==> config.mk <==
export PLATFORM = sky130hd
export DESIGN_NAME = melody_sequencer
export DESIGN_NICKNAME = d
export VERILOG_FILES = /design/src/rtl/melody_pkg.sv /design/src/rtl/dur_tick_gen.sv /design/src/rtl/melody_sequencer.sv
export SDC_FILE = /design/constraint.sdc
export NUM_CORES = 1
export LEC_CHECK = 0
export CAP_MARGIN = 20
export CORE_ASPECT_RATIO = 1.75
export CORE_UTILIZATION = 59
export CTS_BUF_LIST = sky130_fd_sc_hd__clkbuf_8
export DETAILED_ROUTE_END_ITERATION = 10
export GPL_TIMING_DRIVEN = 0
export PLACE_DENSITY = 0.86
export RECOVER_POWER = 100
export SLEW_MARGIN = 20
export SYNTH_ARGS = -nofsm -noshare
export SYNTH_HDL_FRONTEND = slang
export SYNTH_SLANG_ARGS = --single-unit
==> constraint.sdc <==
create_clock -name clk -period 3.84 [get_ports clk]
set_clock_uncertainty 0.2 [all_clocks]
set_input_delay 0.576 -clock clk [delete_from_list [all_inputs] [get_ports clk]]
set_output_delay 0.576 -clock clk [all_outputs]
set_load 0.02 [all_outputs]
==> src/rtl/melody_pkg.sv <==
// Shared types, field widths, note divisors and the song table for the melody sequencer.
// Each song ROM entry is {note divisor, duration in ticks}; dur=0 ends a song.
package melody_pkg;

   localparam int NOTE_W    = 12;
   localparam int DUR_W     = 4;
   localparam int ROM_LEN   = 16;
   localparam int ROM_IDX_W = $clog2(ROM_LEN);
   localparam int ST_W      = 3;

   typedef enum logic [ST_W-1:0] {
      ST_IDLE = 3'd0,
      ST_LOAD = 3'd1,
      ST_NOTE = 3'd2,
      ST_GAP  = 3'd3,
      ST_FIN  = 3'd4
   } state_t;

   typedef struct packed {
      logic [NOTE_W-1:0] n;
      logic [DUR_W-1:0]  dur;
   } rom_entry_t;

   localparam logic [NOTE_W-1:0] REST    = 12'd0;
   localparam logic [NOTE_W-1:0] NOTE_C4 = 12'd3822;
   localparam logic [NOTE_W-1:0] NOTE_E4 = 12'd3034;
   localparam logic [NOTE_W-1:0] NOTE_G4 = 12'd2551;
   localparam logic [NOTE_W-1:0] NOTE_C5 = 12'd1911;

   function automatic rom_entry_t song_rom(input logic [1:0]           song,
                                           input logic [ROM_IDX_W-1:0] idx);
      rom_entry_t e;
      e = '{n: REST, dur: '0};
      case (song)
         2'd0: case (idx)
            4'd0:    e = '{n: 12'd100, dur: 4'd2};
            4'd1:    e = '{n: REST,    dur: 4'd1};
            4'd2:    e = '{n: 12'd200, dur: 4'd1};
            default: e = '{n: REST,    dur: 4'd0};
         endcase
         2'd1: case (idx)
            4'd0:    e = '{n: NOTE_C4, dur: 4'd2};
            4'd1:    e = '{n: NOTE_E4, dur: 4'd2};
            4'd2:    e = '{n: NOTE_G4, dur: 4'd2};
            4'd3:    e = '{n: NOTE_C5, dur: 4'd4};
            default: e = '{n: REST,    dur: 4'd0};
         endcase
         2'd2: case (idx)
            4'd0:    e = '{n: NOTE_G4, dur: 4'd1};
            4'd1:    e = '{n: REST,    dur: 4'd1};
            4'd2:    e = '{n: NOTE_G4, dur: 4'd1};
            4'd3:    e = '{n: NOTE_E4, dur: 4'd3};
            4'd4:    e = '{n: NOTE_C4, dur: 4'd1};
            default: e = '{n: REST,    dur: 4'd0};
         endcase
         // Full-length song without terminator: every slot is a distinct short note.
         default: e = '{n: NOTE_W'(256) + NOTE_W'({idx, 4'h0}), dur: 4'd1};
      endcase
      return e;
   endfunction

endpackage

==> src/rtl/dur_tick_gen.sv <==
// Free-running duration tick: one-cycle pulse every TICK_CYCLES clocks, restarted by clr.
module dur_tick_gen #(
   parameter int TICK_CYCLES = 2_500_000
) (
   input  logic clk,
   input  logic reset,
   input  logic clr,
   output logic tick
);

   localparam int            CNT_W = $clog2(TICK_CYCLES);
   localparam logic [CNT_W-1:0] LAST = CNT_W'(TICK_CYCLES - 1);

   logic [CNT_W-1:0] cnt;

   assign tick = !clr && (cnt == LAST);

   always_ff @(posedge clk or negedge reset) begin
      if (!reset) begin
         cnt <= '0;
      end else if (clr || cnt == LAST) begin
         cnt <= '0;
      end else begin
         cnt <= cnt + CNT_W'(1);
      end
   end

endmodule

==> src/rtl/melody_sequencer.sv <==
// Song player: steps the selected ROM song, driving note divisor N and tone gate per entry.
// play/stop are level requests sampled every clock; there is no valid/ready pairing.
module melody_sequencer
   import melody_pkg::*;
#(
   parameter int CLK_HZ      = 50_000_000,
   parameter int TICK_CYCLES = 2_500_000,
   parameter int GAP_TICKS   = 1,
   parameter int SONG_LEN    = ROM_LEN,
   parameter int N_W         = NOTE_W
) (
   input  logic           clk,
   input  logic           reset,
   input  logic           play,
   input  logic           stop,
   input  logic [1:0]     song_sel,
   output logic [N_W-1:0] N,
   output logic           tone_en,
   output logic           busy,
   output logic           done,
   output logic [ST_W-1:0] state_dbg
);

   localparam int IDX_W = $clog2(SONG_LEN);
   localparam int GAP_W = (GAP_TICKS > 0) ? $clog2(GAP_TICKS + 1) : 1;

   if (TICK_CYCLES < 2 || TICK_CYCLES > CLK_HZ) begin : g_bad_tick
      $error("melody_sequencer: TICK_CYCLES must lie in [2, CLK_HZ]");
   end

   state_t           state_q, state_d;
   logic [1:0]       song_q;
   logic [IDX_W-1:0] idx_q;
   logic [N_W-1:0]   n_q;
   logic [DUR_W-1:0] dur_cnt;
   logic [GAP_W-1:0] gap_cnt;
   logic             tick;
   logic             tick_clr;
   logic             last_idx;
   rom_entry_t       rom_entry;

   assign rom_entry = song_rom(song_q, ROM_IDX_W'(idx_q));
   assign last_idx  = (idx_q == IDX_W'(SONG_LEN - 1));
   assign state_dbg = state_q;

   // Tick phase restarts on every note entry; NOTE->GAP happens on a wrap, so GAP starts aligned too.
   assign tick_clr = (state_q != ST_NOTE) && (state_q != ST_GAP);

   dur_tick_gen #(
      .TICK_CYCLES(TICK_CYCLES)
   ) u_tick (
      .clk  (clk),
      .reset(reset),
      .clr  (tick_clr),
      .tick (tick)
   );

   always_ff @(posedge clk or negedge reset) begin
      if (!reset) begin
         state_q <= ST_IDLE;
      end else begin
         state_q <= state_d;
      end
   end

   always_comb begin
      state_d = state_q;
      case (state_q)
         ST_IDLE: if (play && !stop) state_d = ST_LOAD;
         ST_LOAD: state_d = (rom_entry.dur == '0) ? ST_FIN : ST_NOTE;
         ST_NOTE: begin
            if (tick && dur_cnt == DUR_W'(1)) begin
               if (last_idx)            state_d = ST_FIN;
               else if (GAP_TICKS == 0) state_d = ST_LOAD;
               else                     state_d = ST_GAP;
            end
         end
         ST_GAP:  if (tick && gap_cnt == GAP_W'(1)) state_d = ST_LOAD;
         ST_FIN:  state_d = ST_IDLE;
         default: state_d = ST_IDLE;
      endcase
      if (stop && state_q != ST_IDLE) state_d = ST_IDLE;
   end

   always_ff @(posedge clk or negedge reset) begin
      if (!reset) begin
         song_q  <= '0;
         idx_q   <= '0;
         n_q     <= '0;
         dur_cnt <= '0;
         gap_cnt <= '0;
      end else begin
         if (state_q == ST_IDLE && state_d == ST_LOAD) begin
            song_q <= song_sel;
            idx_q  <= '0;
         end
         if (state_q == ST_LOAD && state_d == ST_NOTE) begin
            n_q     <= N_W'(rom_entry.n);
            dur_cnt <= rom_entry.dur;
         end
         if (state_q == ST_NOTE && tick) dur_cnt <= dur_cnt - DUR_W'(1);
         if (state_q == ST_NOTE && state_d == ST_GAP) gap_cnt <= GAP_W'(GAP_TICKS);
         if (state_q == ST_GAP && tick) gap_cnt <= gap_cnt - GAP_W'(1);
         if (state_d == ST_LOAD && (state_q == ST_NOTE || state_q == ST_GAP)) begin
            idx_q <= idx_q + IDX_W'(1);
         end
      end
   end

   // Outputs decode from state so an asynchronous reset silences them at once.
   always_comb begin
      N       = '0;
      tone_en = 1'b0;
      busy    = (state_q != ST_IDLE);
      done    = (state_q == ST_FIN);
      if (state_q == ST_NOTE) begin
         N       = n_q;
         tone_en = |n_q;
      end
   end

endmodule

==> flow_metrics.tcl <==
set metrics [dict create \
    p_seq_share_pct 45.7 \
    p_total_mw 1.48 \
    avgSynthCellArea_um2 9.03 \
    synthArstFlopShare_pct 100 \
    yosysTopAreaCell "dfrtp_1" \
    r2r_slack_ns 0.76 \
    htree_levels 2 \
    firstDrtPassIters 4 \
    tightestPinTransition_ns 1.36 \
    cpPeakStageDelay_ns 0.67 \
    synthCells 327 \
    drv_slew 0 \
    grt_pass1_wl_um 11700 \
    drtIter0Drc 95 \
    ys_seq_area_share_pct 40.7 \
    vias 2481 \
    clock-sinks 48 \
    final_nets 371 \
    numPortBuffers 23 \
    cts-root-buf "clkbuf_8" \
    synth_common_cells "48 x dfrtp_1, 48 x nor2_1, 30 x nand2_1" \
    place_ws_ns 0.944 \
    arrival_ns 2.51 \
    cts.repair.resized 0 \
    setup_viol 0 \
    grt_pass1_vias 2586 \
    start_util_pct 62.2 \
    use_met2_pct 54.7 \
    status "completed" \
    switching_share_pct 36.3 \
    cts_tree "done" \
    area_growth_pct 10.7 \
    p_switching_mw 0.537 \
    cp.required_ns 3.06 \
    io_pins 24 \
    total_leakage_power_nw 1.48 \
    dpl.hpwl_um 5470 \
    finalNonFillerCells 411 \
    tns_ns 0 \
    yosys_warnings 0 \
    synthFlopType "dfrtp_1" \
    route.detailed.drc 0 \
    antenna_found_initial 0 \
    whs_ns 0.305 \
    wl_um 7000 \
    final.fill_count 403 \
    postCtsSetupBuffers 0 \
    core.rowCount 33 \
    reg2regPathDepth 9 \
    min_to "u_tick.cnt[0]" \
    top_usage_layer "met2" \
    drive_gt1_share_pct 7.24 \
    powerDensity_nw_per_um2 453 \
    grtUsageTotal_pct 28.7 \
    ant_nets 0 \
    wire_per_inst_um 17.0 \
    antenna_cells 0 \
    cts.path.max_buffers 2 \
    worstReg2RegStart "idx_q[0]" \
    fin_util_pct 68.8 \
    die-area_um2 5300 \
    p_clk_share_pct 21.7 \
    hold_depth 1 \
    start_kind "flip-flop" \
    die_w_um 55.5 \
    finalHoldViolations 0 \
    place.gp.congestion 0.910 \
    clock.fmax_mhz 305 \
    cp-end-kind "primary output" \
    syn-num-nets 340 \
    yosysTopAreaCellShare_pct 40.7 \
    ys_ff_latch 48 \
    postLayoutCellArea_um2 3270 \
    place_inst 403 \
    grt_util_met1_pct 27.7 \
    crit_chain "buf_2 -> nor3b_2 -> clkbuf_1 -> and2_1 -> dlygate4sd3_1" \
    fin_crit_sh_pct 85.5 \
    core_area_um2 4750 \
    synth_edf_count 0 \
    grt-ovfl-total 0 \
    cap_viol_max_count 0 \
    layout_setup_ws_ns 0.557 \
    grt.met3_usage_pct 3.93 \
    synth_area_leaders "dfrtp_1 41%, nor2_1 6.1%, xor2_1 3.9%, nand2_1 3.8%, and2_1 3.4%" \
    clk_latency_ns 0.30 \
    yosysUniqueCellTypes 62 \
    min_period_ns 3.28 \
    placed_area_um2 3260 \
    worst-path-max-fanout 10 \
    power.internal_mw 0.943 \
    slowest_stage "dlygate4sd3_1" \
    via_per_inst 6.04 \
    hold_start "u_tick.cnt[0]" \
    grt_setup_unrepaired "false" \
    cts-hold-fix-buffers 0 \
    peakVddDrop_uv 371 \
    r2r_end "n_q[6]" \
    hp-class "reg2reg" \
    synth.cell_area_um2 2950 \
    path_clk_slew_ns 0.09 \
    die_h_um 95.6 \
    cts_made_buffers 5 \
    grt_max_degree 26 \
    p_comb_share_pct 32.6 \
    slew_headroom_pct 9.30 \
    critPathKind "reg2out" \
]
==> worst max-delay path by stage <==
stage / cells past startpoint / slack (ns) / to / start
finish: 5 / 0.56 / N[5] / state_dbg[0]
global route: 5 / 0.36 / N[2] / state_dbg[0]
CTS: 5 / 0.60 / N[5] / state_dbg[0]
detailed placement: 5 / 0.94 / N[5] / state_dbg[0]
global placement: 1 / 0.65 / u_tick.cnt[3] / reset
floorplan: 8 / 1.53 / n_q[0] / idx_q[0]
==> cells in the final DEF, fill, tap and decap left out, drive strengths merged, types with 7 or more instances in the layout <==
master	n
dfrtp	48
nand3	13
ha	7
a21o	8
nor2	48
clkbuf	16
inv	10
nand2	30
a21oi	15
and2	16
o21ai	12
buf	10
xnor2	7
dlygate4sd3	18
xor2	13
==> cells by family (layout without fill, tap and decap cells) <==
logic type	Yosys count	after routing	share of synthesized area, %
AO/OA/AOI/OAI	64	64	16.4
XOR/XNOR	20	20	5.93
adder cells (fa/ha/maj)	7	7	2.97
buffers and inverters	27	59	5.04
flip-flops	48	48	40.7
multiplexers	4	4	1.48
AND/OR/NAND/NOR	157	157	27.5
==> area by class of cell <==
cell class	instances	area [um2]	share of cell area [%]
repair buffers	24	228	6.97
well taps	52	65.1	1.99
flip-flops and latches	48	1200	36.8
multi-input cells	252	1540	47.1
inverters	9	33.8	1.03
clock inverters	2	13.8	0.421
plain buffers	18	103	3.14
clock buffers	6	82.6	2.53
==> flip-flops by register name, indices dropped and copies added (netlist names) <==
signal      cells
dur_cnt         4
gap_cnt         1
idx_q           4
n_q            12
song_q          2
state_dbg       3
u_tick.cnt     22
==> routing by layer <==
layer | share of wire (%) | wire length, um
met2 | 55 | 3870
met4 | 6.4 | 451
met5 | 0 | 0
met1 | 36 | 2500
met3 | 2.7 | 186
==> power groups by stage <==
stage / registers [mW] / logic (mW) / clock network, mW
final: 0.677 / 0.482 / 0.321
after CTS: 0.677 / 0.520 / 0.328
after detailed placement: 0.688 / 0.517 / 0
after floorplan: 0.665 / 0.361 / 0
after global placement: 0.680 / 0.498 / 0
after global routing: 0.690 / 0.525 / 0.341
==> worst max-delay path, delay by kind of cell (launching register included) <==
kind / cells / cell delay (ns)
simple gates: 2 / 0.61
buf+inv: 3 / 1.19
flops: 1 / 0.41
Power figures use the tool's default switching activity.
